<file path="config.mk">
export PLATFORM = sky130hd
export DESIGN_NAME = mem_burst_reader
export DESIGN_NICKNAME = d
export VERILOG_FILES = /design/src/rtl/mem_burst_reader.sv
export SDC_FILE = /design/constraint.sdc
export NUM_CORES = 1
export LEC_CHECK = 0
export ABC_CLOCK_PERIOD_IN_PS = 3100
export BUFFER_PORTS_ARGS = -buffer_cell sky130_fd_sc_hd__buf_2
export CORE_AREA = 3 3 187 189
export CTS_CLUSTER_SIZE = 8
export DETAILED_ROUTE_END_ITERATION = 10
export DIE_AREA = 0 0 190 192
export PLACE_DENSITY = 0.6
export SLEW_MARGIN = 20
export SYNTH_ARGS = -nofsm -noshare
export SYNTH_HDL_FRONTEND = slang
export SYNTH_SLANG_ARGS = --single-unit
</file>
<file path="constraint.sdc">
create_clock -name clk -period 3.1 [get_ports clk]
set_input_delay 0.465 -clock clk [delete_from_list [all_inputs] [get_ports clk]]
set_output_delay 0.465 -clock clk [all_outputs]
set_load 0.01 [all_outputs]
</file>
<file path="src/rtl/mem_burst_reader.sv">
// Burst reader: splits a byte-length read request into 16-byte beats fetched from a
// combinational memory port and streams them out over a valid/ready interface.
module mem_burst_reader #(
    parameter int LEN_W = 16
) (
    input  logic             clk,
    input  logic             rst,
    input  logic             cmd_valid,
    output logic             cmd_ready,
    input  logic [31:0]      cmd_addr,
    input  logic [LEN_W-1:0] cmd_len,
    output logic             out_valid,
    input  logic             out_ready,
    output logic [127:0]     out_data,
    output logic [4:0]       out_bytes,
    output logic             out_last,
    output logic             done,
    output logic             busy,
    output logic             interface_rdwr,
    output logic             interface_en,
    output logic [31:0]      interface_addr,
    input  logic [127:0]     interface_rd_data,
    output logic [127:0]     interface_wr_data,
    output logic [4:0]       interface_control
);

    localparam int BEAT_BYTES = 16;

    typedef enum logic [1:0] {
        IDLE,
        FETCH,
        DRAIN
    } state_t;

    state_t           state;
    logic [31:0]      cur_addr;
    logic [LEN_W-1:0] rem;
    logic             in_fetch;
    logic             fire;
    logic             last_beat;
    logic [4:0]       beat_size;

    // A beat is fetched whenever the output register is empty or being emptied this cycle.
    assign in_fetch  = (state == FETCH);
    assign fire      = in_fetch && (!out_valid || out_ready);
    assign last_beat = (rem <= LEN_W'(BEAT_BYTES));
    assign beat_size = last_beat ? 5'(rem) : 5'(BEAT_BYTES);

    assign cmd_ready         = (state == IDLE);
    assign busy              = (state != IDLE);
    assign interface_rdwr    = 1'b0;
    assign interface_wr_data = '0;
    assign interface_en      = fire;
    assign interface_addr    = in_fetch ? cur_addr : '0;
    assign interface_control = in_fetch ? beat_size : '0;

    // NOTE: every register here, including the 128-bit data holding register, is
    // cleared by the async reset so a mid-burst reset leaves no stale beat visible.
    always_ff @(posedge clk or negedge rst) begin
        if (!rst) begin
            state     <= IDLE;
            cur_addr  <= '0;
            rem       <= '0;
            out_valid <= 1'b0;
            out_data  <= '0;
            out_bytes <= '0;
            out_last  <= 1'b0;
            done      <= 1'b0;
        end else begin
            // NOTE: non-blocking assignments throughout; the default below makes done a
            // single-cycle pulse unless a branch re-asserts it.
            done <= 1'b0;
            case (state)
                IDLE: begin
                    if (cmd_valid) begin
                        cur_addr <= cmd_addr;
                        rem      <= cmd_len;
                        if (cmd_len == '0) begin
                            done <= 1'b1;
                        end else begin
                            state <= FETCH;
                        end
                    end
                end
                FETCH: begin
                    if (fire) begin
                        out_data  <= interface_rd_data;
                        out_bytes <= beat_size;
                        out_last  <= last_beat;
                        out_valid <= 1'b1;
                        cur_addr  <= cur_addr + 32'(BEAT_BYTES);
                        rem       <= rem - LEN_W'(beat_size);
                        if (last_beat) begin
                            state <= DRAIN;
                        end
                    end
                end
                DRAIN: begin
                    if (out_valid && out_ready) begin
                        out_valid <= 1'b0;
                        done      <= 1'b1;
                        state     <= IDLE;
                    end
                end
                default: state <= IDLE;
            endcase
        end
    end

endmodule

</file>
-- Yosys cells after proc, flatten, opt, wreduce, memory -nomap -nowiden
Cells that the tools add are included.
- flip-flop bits (word level): 186
- latch bits: 0
- memory bits (writable): 0
- bits in read-only memories: 0
- input port bits: 180
- output and inout port bits: 305
- word-level logic and storage cells: 53
- memories kept: 0
- add/sub/neg operators: 2
- $mul: 0
- div/mod/pow operators: 0
- order comparisons: 1
- equal/unequal tests: 7
- shift operators: 0
- muxes and demuxes: 22
- bitwise logic cells: 0
- reductions and logical operators: 13
- operators by type and width (kind ; number):
    32-bit two-way mux ; 3
    32-bit one-hot mux with 2 select lines ; 1
    32-bit by 5-bit adder with 32-bit output, second input constant ; 1
    16-bit two-way mux ; 2
    16-bit one-hot mux with 2 select lines ; 1
    16-bit by 5-bit less-or-equal comparator with 1-bit output, second input constant ; 1
    16-bit logical NOT ; 1
    16-bit by 5-bit subtractor with 16-bit output ; 1
    2-bit two-way mux ; 5
    5-bit two-way mux ; 2
    2-bit != test, second input constant ; 4
    2-bit one-hot mux with 3 select lines ; 1
    3-bit AND reduction ; 2
    2-bit nonzero test ; 3
    1-bit two-way mux ; 5
    5-bit AND reduction ; 1
    1-bit one-hot mux with 2 select lines ; 2
    2-bit by 1-bit equality test with 1-bit output, second input constant ; 1
    2-bit equality test, second input constant ; 1
    1-bit logical AND ; 2
    2-bit logical NOT ; 1
    2-bit by 1-bit != test with 1-bit output, second input constant ; 1
    2-bit AND reduction ; 1
    1-bit logical NOT ; 1
    1-bit logical OR ; 1

-- Logic depth before layout (Yosys ltp)
Gate-level depths: netlist (run 1).
- depth in word-level cells: 5
- depth in mapped cells: 9
- mapped depth without buffers: 9

-- Worst setup path before layout (run 1)
No wires, ideal clock.
- path kind: reg2out
- start point: reg rem[13]
- end point: out interface_control[0]
- arrival time: 1.604 ns
- required time: 2.635 ns
- setup slack: 1.031 ns
- cell stages (with the launch flop): 5
- path buffers: 0
- path through: dfrtp_1 nor4_1 nand3_1 a21oi_2 and3_1
- cells in the longest elaborated chain, start to end: 3
- RTL lines (element ; RTL line ; RTL):
    start: declaration ; 37 ; logic [LEN_W-1:0] rem;
    start signal: assignment ; 77 ; rem <= cmd_len;
    start signal: assignment ; 92 ; rem <= rem - LEN_W'(beat_size);
    16-bit by 5-bit less-or-equal comparator with 1-bit output ; 46 ; assign last_beat = (rem <= LEN_W'(BEAT_BYTES));
    5-bit two-way mux ; 47 ; assign beat_size = last_beat ? 5'(rem) : 5'(BEAT_BYTES);
    5-bit two-way mux ; 55 ; assign interface_control = in_fetch ? beat_size : '0;
    end: declaration ; 24 ; output logic [4:0] interface_control
No other way between the ends.

-- Worst setup path after layout (run 1)
- start point: reg rem[11]
- end point: out interface_control[1]
Same word-level chain as after synthesis.

==> flow_metrics.py, run 1 <==
metrics = {
    "yosys": {
        "syn_area_um2": 9370,
        "yosys-top-cells-count": "nand2_1, dfrtp_1, buf_4, clkbuf_1, a21oi_1",
        "synth-edff-count": 0,
        "synth_top_area_frac": 0.497,
        "async_flop_share": 1.00,
        "synth.avg_cell_area_um2": 8.40,
        "synthDistinctLibCells": 63,
        "synth-main-ff-cell": "dfrtp_1",
        "synth_area_leaders": "dfrtp_1, nand2_1, buf_4, a21oi_1, clkbuf_1",
        "syn_inst": 1115,
        "yosysTopAreaCell": "dfrtp_1",
        "yosys_warnings": 0,
        "yosysMostFrequentCell": "nand2_1",
        "ys_ff_latch": 186,
        "seq_area_frac_synth": 0.497,
    },
    "grt": {
        "grt_pass1_vias": 7662,
        "grt_pass1_wl_mm": 43.4,
        "grt_max_degree": 71,
        "grt_usage": 0.151,
        "antenna_found_initial": 4,
        "grt_overflow": 0,
    },
    "final_layout": {
        "final_util": 0.354,
        "fill_cells": 3581,
        "drive_above_1_share": 0.291,
        "stdcell_count": 1914,
        "nNetsFinal": 1635,
        "area_delta_synth_final_pct": 26.2,
    },
    "drt": {
        "drc": 0,
        "drt_iter0_drc": 365,
        "wl_per_cell_um": 15.1,
        "wirelength_mm": 28.9,
        "drt_pass1_iterations": 5,
        "viasPerCell": 4.35,
        "ant_nets": 0,
        "vias": 8325,
    },
    "cts": {
        "root_buffer": "clkbuf_16",
        "clock_path_buffers": 2,
        "cts_buffers": 17,
        "path_clk_slew_ns": 0.07,
        "numClockSinks": 186,
        "htreeDepth": 4,
        "cts-hold-fix-buffers": 0,
        "cts_tree": "done",
        "insertion_delay_ns": 0.44,
    },
    "floorplanning": {
        "coreArea_um2": 33400,
        "die_x_um": 190,
        "die_height_um": 192,
        "ios": 485,
        "start_util": 0.280,
        "die-area_um2": 36500,
        "row_count": 67,
    },
    "sta": {
        "hold-worst-slack_ns": -0.000419,
        "report.final.slew_viol_count": 0,
        "fmax_mhz": 349,
        "rsz0062_at_grt": "false",
        "fin_skew_ns": 0.00992,
        "hold_viol": 1,
        "worst-slew-pin-transition_ns": 0.806,
        "relSlewSlack": 0.461,
        "finalCritPeriodShare": 0.925,
        "totalNegativeSetupSlack_ns": 0,
        "setup_viol": 0,
        "period_needed_ns": 2.87,
    },
    "worst_hold_path": {
        "hold_class": "input pin to asynchronous set/reset pin",
    },
    "power_and_ir_drop": {
        "power_density_nw_per_um2": 558,
        "leakage_nw": 6.45,
        "power_mw": 6.60,
        "vdd_drop_max_v": 0.000362,
    },
    "worst_setup_path": {
        "startpoint_type": "flop",
        "end_kind": "output port",
        "criticalPathCategory": "flop to output port",
        "arrival_ns": 2.40,
        "cp_max_fo": 7,
        "worstPathRequired_ns": 2.63,
        "reg2reg_slack_ns": 0.79,
    },
    "placement": {
        "portBuffers": 355,
        "gp_congestion": 0.813,
        "place_inst": 1879,
        "hpwl_mm": 21.3,
    },
    "status": {
        "status": "finished with violations",
        "violations": "negative hold slack",
    },
    "run": {
        "maxCapViolations": 0,
    },
}
==> cell usage in the layout (no fill, tap or decap), types with 3 or more instances in the layout <==
master and count:
nand2_1 441, buf_2 354, dfrtp_1 186, conb_1 130
a21oi_1 43, nor2_1 38, o21ai_0 27, and2_1 23
nand3_1 19, buf_4 18, clkbuf_16 17, inv_1 14
o22ai_1 12, o22a_1 10, nor3_1 9, nor4_1 8
a31oi_1 8, nand4_1 6, and3_1 6, a2bb2oi_1 6
inv_6 5, nand2b_1 4, a22oi_1 4, mux2_2 4
and4_1 4, clkbuf_8 4, nor3b_1 3, a211o_1 3
a22o_1 3, buf_12 3
==> per-stage QoR <==
step	instance area, um2	setup WS (ns)
global route	11800	0.107
finish	11800	0.231
floorplan	9850	1.03
detailed placement	11200	0.349
global placement	11200	0.408
CTS	11800	0.111
==> metal layers <==
| layer | vias up | track usage | routed length (um) |
|---|---|---|---|
| met4 | 4 | 0.0438 | 384 |
| met3 | 20 | 0.0476 | 2290 |
| met5 | - | 0 | 31 |
| li1 | 4040 | - | - |
| met2 | 316 | 0.240 | 13800 |
| met1 | 3945 | 0.198 | 12400 |
==> timing repair <==
| action | in CTS | in global routing |
|---|---|---|
| gates resized for setup | 2 | 0 |
| buffers inserted | 0 | 3 |
| setup endpoints to repair | 3 | 2 |
==> flip-flops by register name, summed over array words and instances (netlist names) <==
| register | cells |
|---|---|
| state | 2 |
| out_valid | 1 |
| done | 1 |
| out_data | 128 |
| out_bytes | 5 |
| cur_addr | 32 |
| out_last | 1 |
| rem | 16 |
==> critical path, stage by stage, from the launching register on <==
cell,delay (ns)
dfrtp_1,0.42
nor4_2,0.52
nand3_1,0.35
a21oi_4,0.33
and3_1,0.21
buf_2,0.13
==> final cells by class <==
cell class | count | area (um2) | share of cell area
multi-input cells | 857 | 4000 | 0.338
repair buffers | 376 | 1980 | 0.167
flip-flops and latches | 186 | 4650 | 0.394
clock inverters | 11 | 108 | 0.00910
clock buffers | 20 | 467 | 0.0395
diodes | 1 | 2.50 | 0.000212
well taps | 448 | 561 | 0.0474
inverters | 15 | 58.8 | 0.00497
==> path summary, 6_finish.rpt <==
path	start	endpoint	cells past startpoint
worst max-delay path	rem[11]	interface_control[1]	5
worst min-delay path	rst	out_data[63]	1
worst max register to register	state[0]	rem[13]	4
worst min register to register	out_bytes[1]	out_bytes[1]	2
max in group asynchronous	rst	out_bytes[3]	2
min in group clk	interface_rd_data[57]	out_data[57]	3
==> power by group <==
group / switching, mW / internal (mW)
combinational: 0.804 / 0.566
sequential: 0.312 / 2.74
clock: 1.01 / 1.18
total: 2.12 / 4.48
==> cell families (layout without fill, tap and decap cells) <==
kind of cell / after synthesis / in the layout / synth area share
DFF: 186 / 186 / 0.497
buffers and inverters: 201 / 422 / 0.132
AOI/OAI and AO/OA: 138 / 138 / 0.0955
other: 1 / 131 / 0.000400
muxes: 6 / 6 / 0.00694
xor gates and xnor gates: 2 / 2 / 0.00187
adders and majority gates: 2 / 2 / 0.00267
and+or+nand+nor: 579 / 579 / 0.263
Note: power is estimated with default switching activity, not from simulation.
==> inputs of run 2 (changes only) <==
Settings changed: BUFFER_PORTS_ARGS -buffer_cell sky130_fd_sc_hd__buf_2 to -buffer_cell sky130_fd_sc_hd__buf_4.
==> run 2 against run 1 <==
Net effect:
- global-route usage rose by 0.64 points
- the run now ends clean
- die area did not move
- first-iteration DRC count rose by 34%
- cell count rose by 0.10%
- sequential power barely moved
- sequential share of layout area fell by 2.7 points
- critical path type unchanged
- register-to-register slack improved by 0.17 ns
==> flow_metrics.py, run 2 (synthesis gave the netlist of run 1 again) <==
metrics = {
    "floorplanning": {
        "ios": 485,
        "row_count": 67,
        "start_util": 0.280,
        "die_x_um": 190,
        "die-area_um2": 36500,
        "coreArea_um2": 33400,
        "die_height_um": 192,
    },
    "cts": {
        "htreeDepth": 4,
        "clock_path_buffers": 2,
        "path_clk_slew_ns": 0.07,
        "cts_resized": 0,
        "insertion_delay_ns": 0.44,
        "cts-hold-fix-buffers": 0,
        "cts_buffers": 17,
        "numClockSinks": 186,
        "root_buffer": "clkbuf_16",
        "cts_setup_buffers": 0,
        "cts_tree": "done",
    },
    "final_layout": {
        "final_util": 0.380,
        "drive_above_1_share": 0.290,
        "diodes": 0,
        "largest_reg_flops": 128,
        "area_delta_synth_final_pct": 35.5,
        "reg.largest.list": "out_data: 128 flops, cur_addr: 32 flops, rem: 16 flops",
        "largest-register": "out_data",
        "multi_input_comb_area_um2": 3980,
        "final_cell_mix": "nand2_1, buf_4, dfrtp_1",
        "seq_area_um2": 4650,
        "nNetsFinal": 1637,
        "fill_cells": 3469,
        "layout_commonest_cell": "nand2_1",
        "stdcell_count": 1916,
    },
    "sta": {
        "relSlewSlack": 0.440,
        "finalCritPeriodShare": 0.877,
        "period_needed_ns": 2.72,
        "report.final.slew_viol_count": 0,
        "rsz0062_at_grt": "false",
        "fmax_mhz": 368,
        "fin_skew_ns": 0.00915,
        "totalNegativeSetupSlack_ns": 0,
        "setup_viol": 0,
        "hold_viol": 0,
        "worst-slew-pin-transition_ns": 0.838,
    },
    "grt": {
        "grt_usage": 0.158,
        "grt_max_degree": 85,
        "grt_overflow": 0,
        "grt_pass1_vias": 8037,
        "grt_pass1_wl_mm": 45.1,
        "antenna_found_initial": 1,
    },
    "drt": {
        "wl_per_cell_um": 15.7,
        "vias": 8386,
        "drt_iter0_drc": 488,
        "ant_nets": 0,
        "viasPerCell": 4.38,
        "drc": 0,
        "drt_pass1_iterations": 5,
        "wirelength_mm": 30.0,
    },
    "worst_setup_path": {
        "startpoint_type": "flop",
        "criticalPathCategory": "flop to output port",
        "crit_buf_inv": 2,
        "crit_top_cell": "buf_4",
        "end_kind": "output port",
        "arrival_ns": 2.25,
        "reg2reg_slack_ns": 0.96,
        "r2r_cells": 6,
        "worstPathRequired_ns": 2.63,
        "critPathMaxStageDelay_ns": 0.61,
        "cp_slowest_cell": "dfrtp_1",
        "worstReg2RegStart": "cur_addr[4]",
        "rr_endpoint": "cur_addr[22]",
        "crit_chain": "nor2b_4, buf_4, and2_1, buf_4",
        "cp_max_fo": 59,
        "crit_family": "flip-flops",
    },
    "placement": {
        "gp_congestion": 0.819,
        "hpwl_mm": 22.2,
        "portBuffers": 355,
        "place_inst": 1884,
    },
    "status": {
        "status": "completed",
    },
    "worst_hold_path": {
        "hold_class": "input pin to asynchronous set/reset pin",
    },
    "power_and_ir_drop": {
        "power_density_nw_per_um2": 542,
        "leakage_nw": 6.72,
        "vdd_drop_max_v": 0.000330,
    },
    "run": {
        "maxCapViolations": 0,
    },
}
-- run 2: cell count changes in the layout (fill, tap and decap cells not counted), sizes merged --
cell	delta
inv	+3
bufinv	+1
diode	-1
clkinv	-2
clkbuf	-1
buf	+2
-- run 2: report_power, final --
| part | switching (mW) | internal, mW | leakage (nW) |
|---|---|---|---|
| logic | 0.816 | 0.761 | 4.19 |
| registers | 0.320 | 2.74 | 2.25 |
| clock network | 1.03 | 1.21 | 0.282 |
| total | 2.17 | 4.71 | 6.72 |
-- run 2: how the worst max path moves through the flow --
stage | startpoint | endpoint | slack [ns] | cells past startpoint
after floorplan | rem[13] | interface_control[0] | 1.03 | 4
after global placement | rem[13] | interface_control[1] | 0.88 | 6
after detailed placement | state[0] | interface_addr[8] | 0.84 | 5
after CTS | state[0] | interface_addr[8] | 0.33 | 5
after global routing | state[0] | interface_addr[8] | 0.16 | 5
final | state[0] | interface_addr[17] | 0.38 | 4
-- run 2: through the flow --
stage                     cell area, um2  worst slack [ns]  total power [mW]  hold WS [ns]
after floorplan                     9850              1.03              3.94         0.169
after global routing               12700             0.156              7.27        0.0949
final                              12700             0.383              6.88        0.0721
after detailed placement           12100             0.841              4.68         0.461
after global placement             12100             0.881              4.66         0.460
after CTS                          12700             0.334              6.98        0.0877
-- run 2: layer usage --
| metal | vias to the layer above | share of wire | track usage |
|---|---|---|---|
| met5 | - | 0.00043 | 0 |
| met1 | 3963 | 0.42 | 0.200 |
| met2 | 337 | 0.49 | 0.258 |
| met3 | 31 | 0.078 | 0.0496 |
| met4 | 2 | 0.016 | 0.0466 |
| li1 | 4053 | - | - |
-- run 2: final cells by class --
| class | instances | area share |
|---|---|---|
| clock buffers | 19 | 0.0341 |
| well taps | 448 | 0.0441 |
| clock inverters | 13 | 0.0120 |
| repair buffers | 378 | 0.225 |
| multi-input cells | 857 | 0.314 |
| inverters | 15 | 0.00463 |
| flip-flops and latches | 186 | 0.367 |
-- run 2: worst register-to-register path: cells and delay by family (launching register included) --
family	cells	cell delay [ns]
and+or+nand+nor	3	1.08
DFF	1	0.42
AOI/OAI and AO/OA	2	0.33
adders and majority gates	1	0.22
==> inputs of run 3 (changes only) <==
Settings changed: ABC_CLOCK_PERIOD_IN_PS 3100 to 3500, CORE_AREA 3 3 187 189 to 3 3 188 190, DIE_AREA 0 0 190 192 to 0 0 191 193, PLACE_DENSITY 0.6 to 0.59.
Clock period 3.1 ns to 3.5 ns, I/O delays scaled along.
==> run 3 against run 2 <==
Net effect:
- sequential share of layout area increased by 0.12 points
- global-route usage about the same
- clock-buffer cell count is 1 lower
- utilization is 0.31 points lower
- clock skew grew 0.0015 ns
- cell count fell by 0.37%
- non-clock buffer count decreased by 8
- clock power fell by 14%
- register-to-register slack improved by 0.18 ns
- first-iteration DRC count grew 5.5%
- critical endpoint is now interface_control[1]
- largest power group unchanged
- highest routed layer unchanged
==> flow_metrics.py, run 3 (synthesis gave the netlist of run 1 again) <==
metrics = {
    "run": {
        "maxCapViolations": 0,
    },
    "power_and_ir_drop": {
        "p_seq_frac": 0.447,
        "p_comb_frac": 0.232,
        "leakage_nw": 6.69,
        "swShare": 0.321,
        "power_mw": 6.03,
        "vdd_drop_max_v": 0.000342,
        "power_density_nw_per_um2": 476,
        "p_switching_mw": 1.93,
        "p_int_mw": 4.09,
        "clkPwrFrac": 0.321,
    },
    "final_layout": {
        "final_util": 0.376,
        "fill_cells": 3495,
        "reg.largest.list": "out_data: 128 flops, cur_addr: 32 flops, rem: 16 flops",
        "nNetsFinal": 1629,
        "stdcell_count": 1909,
        "layout_commonest_cell": "nand2_1",
        "drive_above_1_share": 0.287,
        "area_delta_synth_final_pct": 35.1,
        "final_cell_mix": "nand2_1, buf_4, dfrtp_1",
        "largest_reg_flops": 128,
        "largest-register": "out_data",
    },
    "cts": {
        "path_clk_slew_ns": 0.07,
        "root_buffer": "clkbuf_16",
        "cts_buffers": 17,
        "cts_tree": "done",
        "clock_path_buffers": 2,
        "cts_setup_buffers": 0,
        "cts-hold-fix-buffers": 0,
        "htreeDepth": 4,
        "insertion_delay_ns": 0.45,
        "numClockSinks": 186,
        "cts_resized": 0,
    },
    "drt": {
        "ant_nets": 0,
        "wl_per_cell_um": 15.8,
        "drt_iter0_drc": 515,
        "drt_pass1_iterations": 5,
        "vias": 8361,
        "viasPerCell": 4.38,
        "drc": 0,
        "wirelength_mm": 30.1,
    },
    "sta": {
        "finalCritPeriodShare": 0.889,
        "rsz0062_at_grt": "false",
        "hold_viol": 0,
        "period_needed_ns": 3.11,
        "worst-slew-pin-transition_ns": 0.797,
        "relSlewSlack": 0.469,
        "fmax_mhz": 321,
        "fin_skew_ns": 0.0107,
        "report.final.slew_viol_count": 0,
        "setup_viol": 0,
        "totalNegativeSetupSlack_ns": 0,
    },
    "worst_setup_path": {
        "reg2reg_slack_ns": 1.14,
        "crit_start": "rem[13]",
        "cp-endpoint": "interface_control[1]",
        "cp_max_fo": 8,
        "startpoint_type": "flop",
        "worstPathRequired_ns": 2.97,
        "r2r_cells": 6,
        "end_kind": "output port",
        "worstReg2RegStart": "state[0]",
        "arrival_ns": 2.59,
        "criticalPathCategory": "flop to output port",
        "rr_endpoint": "out_data[66]",
    },
    "floorplanning": {
        "row_count": 67,
        "coreArea_um2": 33600,
        "die_x_um": 191,
        "start_util": 0.279,
        "ios": 485,
        "die_height_um": 193,
        "die-area_um2": 36900,
    },
    "grt": {
        "grt_max_degree": 138,
        "antenna_found_initial": 1,
        "grt_pass1_vias": 8196,
        "grt_usage": 0.158,
        "grt_pass1_wl_mm": 45.5,
        "grt_overflow": 0,
    },
    "worst_hold_path": {
        "hold_class": "input pin to asynchronous set/reset pin",
    },
    "placement": {
        "place_inst": 1876,
        "hpwl_mm": 22.0,
        "portBuffers": 355,
        "gp_congestion": 0.847,
    },
    "status": {
        "status": "completed",
    },
}
==> run 3: how the worst min path moves through the flow <==
stage                 startpoint      endpoint
floorplan                    rst   cur_addr[0]
global placement    out_bytes[3]  out_bytes[3]
detailed placement  out_data[20]  out_data[20]
CTS                          rst  out_data[95]
global route                 rst  out_data[78]
finish                       rst  out_data[79]
==> run 3: critical path, cell delays in order (launching register included) <==
cell	delay, ns
dfrtp_1	0.43
nor4_1	0.56
nand3_1	0.32
a21oi_2	0.21
buf_4	0.21
and3_1	0.26
buf_4	0.15
==> run 3: final cells by class <==
class	instances	area, um2	area share
timing repair buffer	370	2830	0.224
multi-input combinational	857	3980	0.315
tap	448	561	0.0443
antenna	1	2.50	0.000198
clock inverter	14	135	0.0107
inverter	15	58.8	0.00465
sequential	186	4650	0.368
clock buffer	18	429	0.0339
==> run 3: power groups by stage <==
stage | Sequential [mW] | Clock, mW | Combinational (mW)
after floorplan | 2.72 | 0 | 0.768
after global placement | 2.72 | 0 | 1.40
after detailed placement | 2.73 | 0 | 1.42
after CTS | 2.69 | 2.00 | 1.42
after global routing | 2.74 | 2.08 | 1.57
final | 2.70 | 1.93 | 1.40
==> run 3: per-layer routing <==
metal / GRT usage / vias to the layer above / routed length [um]
met5: 0 / - / 11
met4: 0.0437 / 2 / 443
met3: 0.0551 / 31 / 2590
met2: 0.258 / 347 / 14900
met1: 0.199 / 3957 / 12200
li1: - / 4024 / -
==> run 3: per-stage QoR <==
stage          area (um2)  worst slack, ns  hold WS [ns]
6_report            12700            0.388         0.158
5_1_grt             12700            0.199         0.202
4_1_cts             12700            0.393         0.176
3_5_place_dp        12100            0.917         0.463
3_3_place_gp        12100            0.925         0.456
2_1_floorplan        9850             1.37         0.229
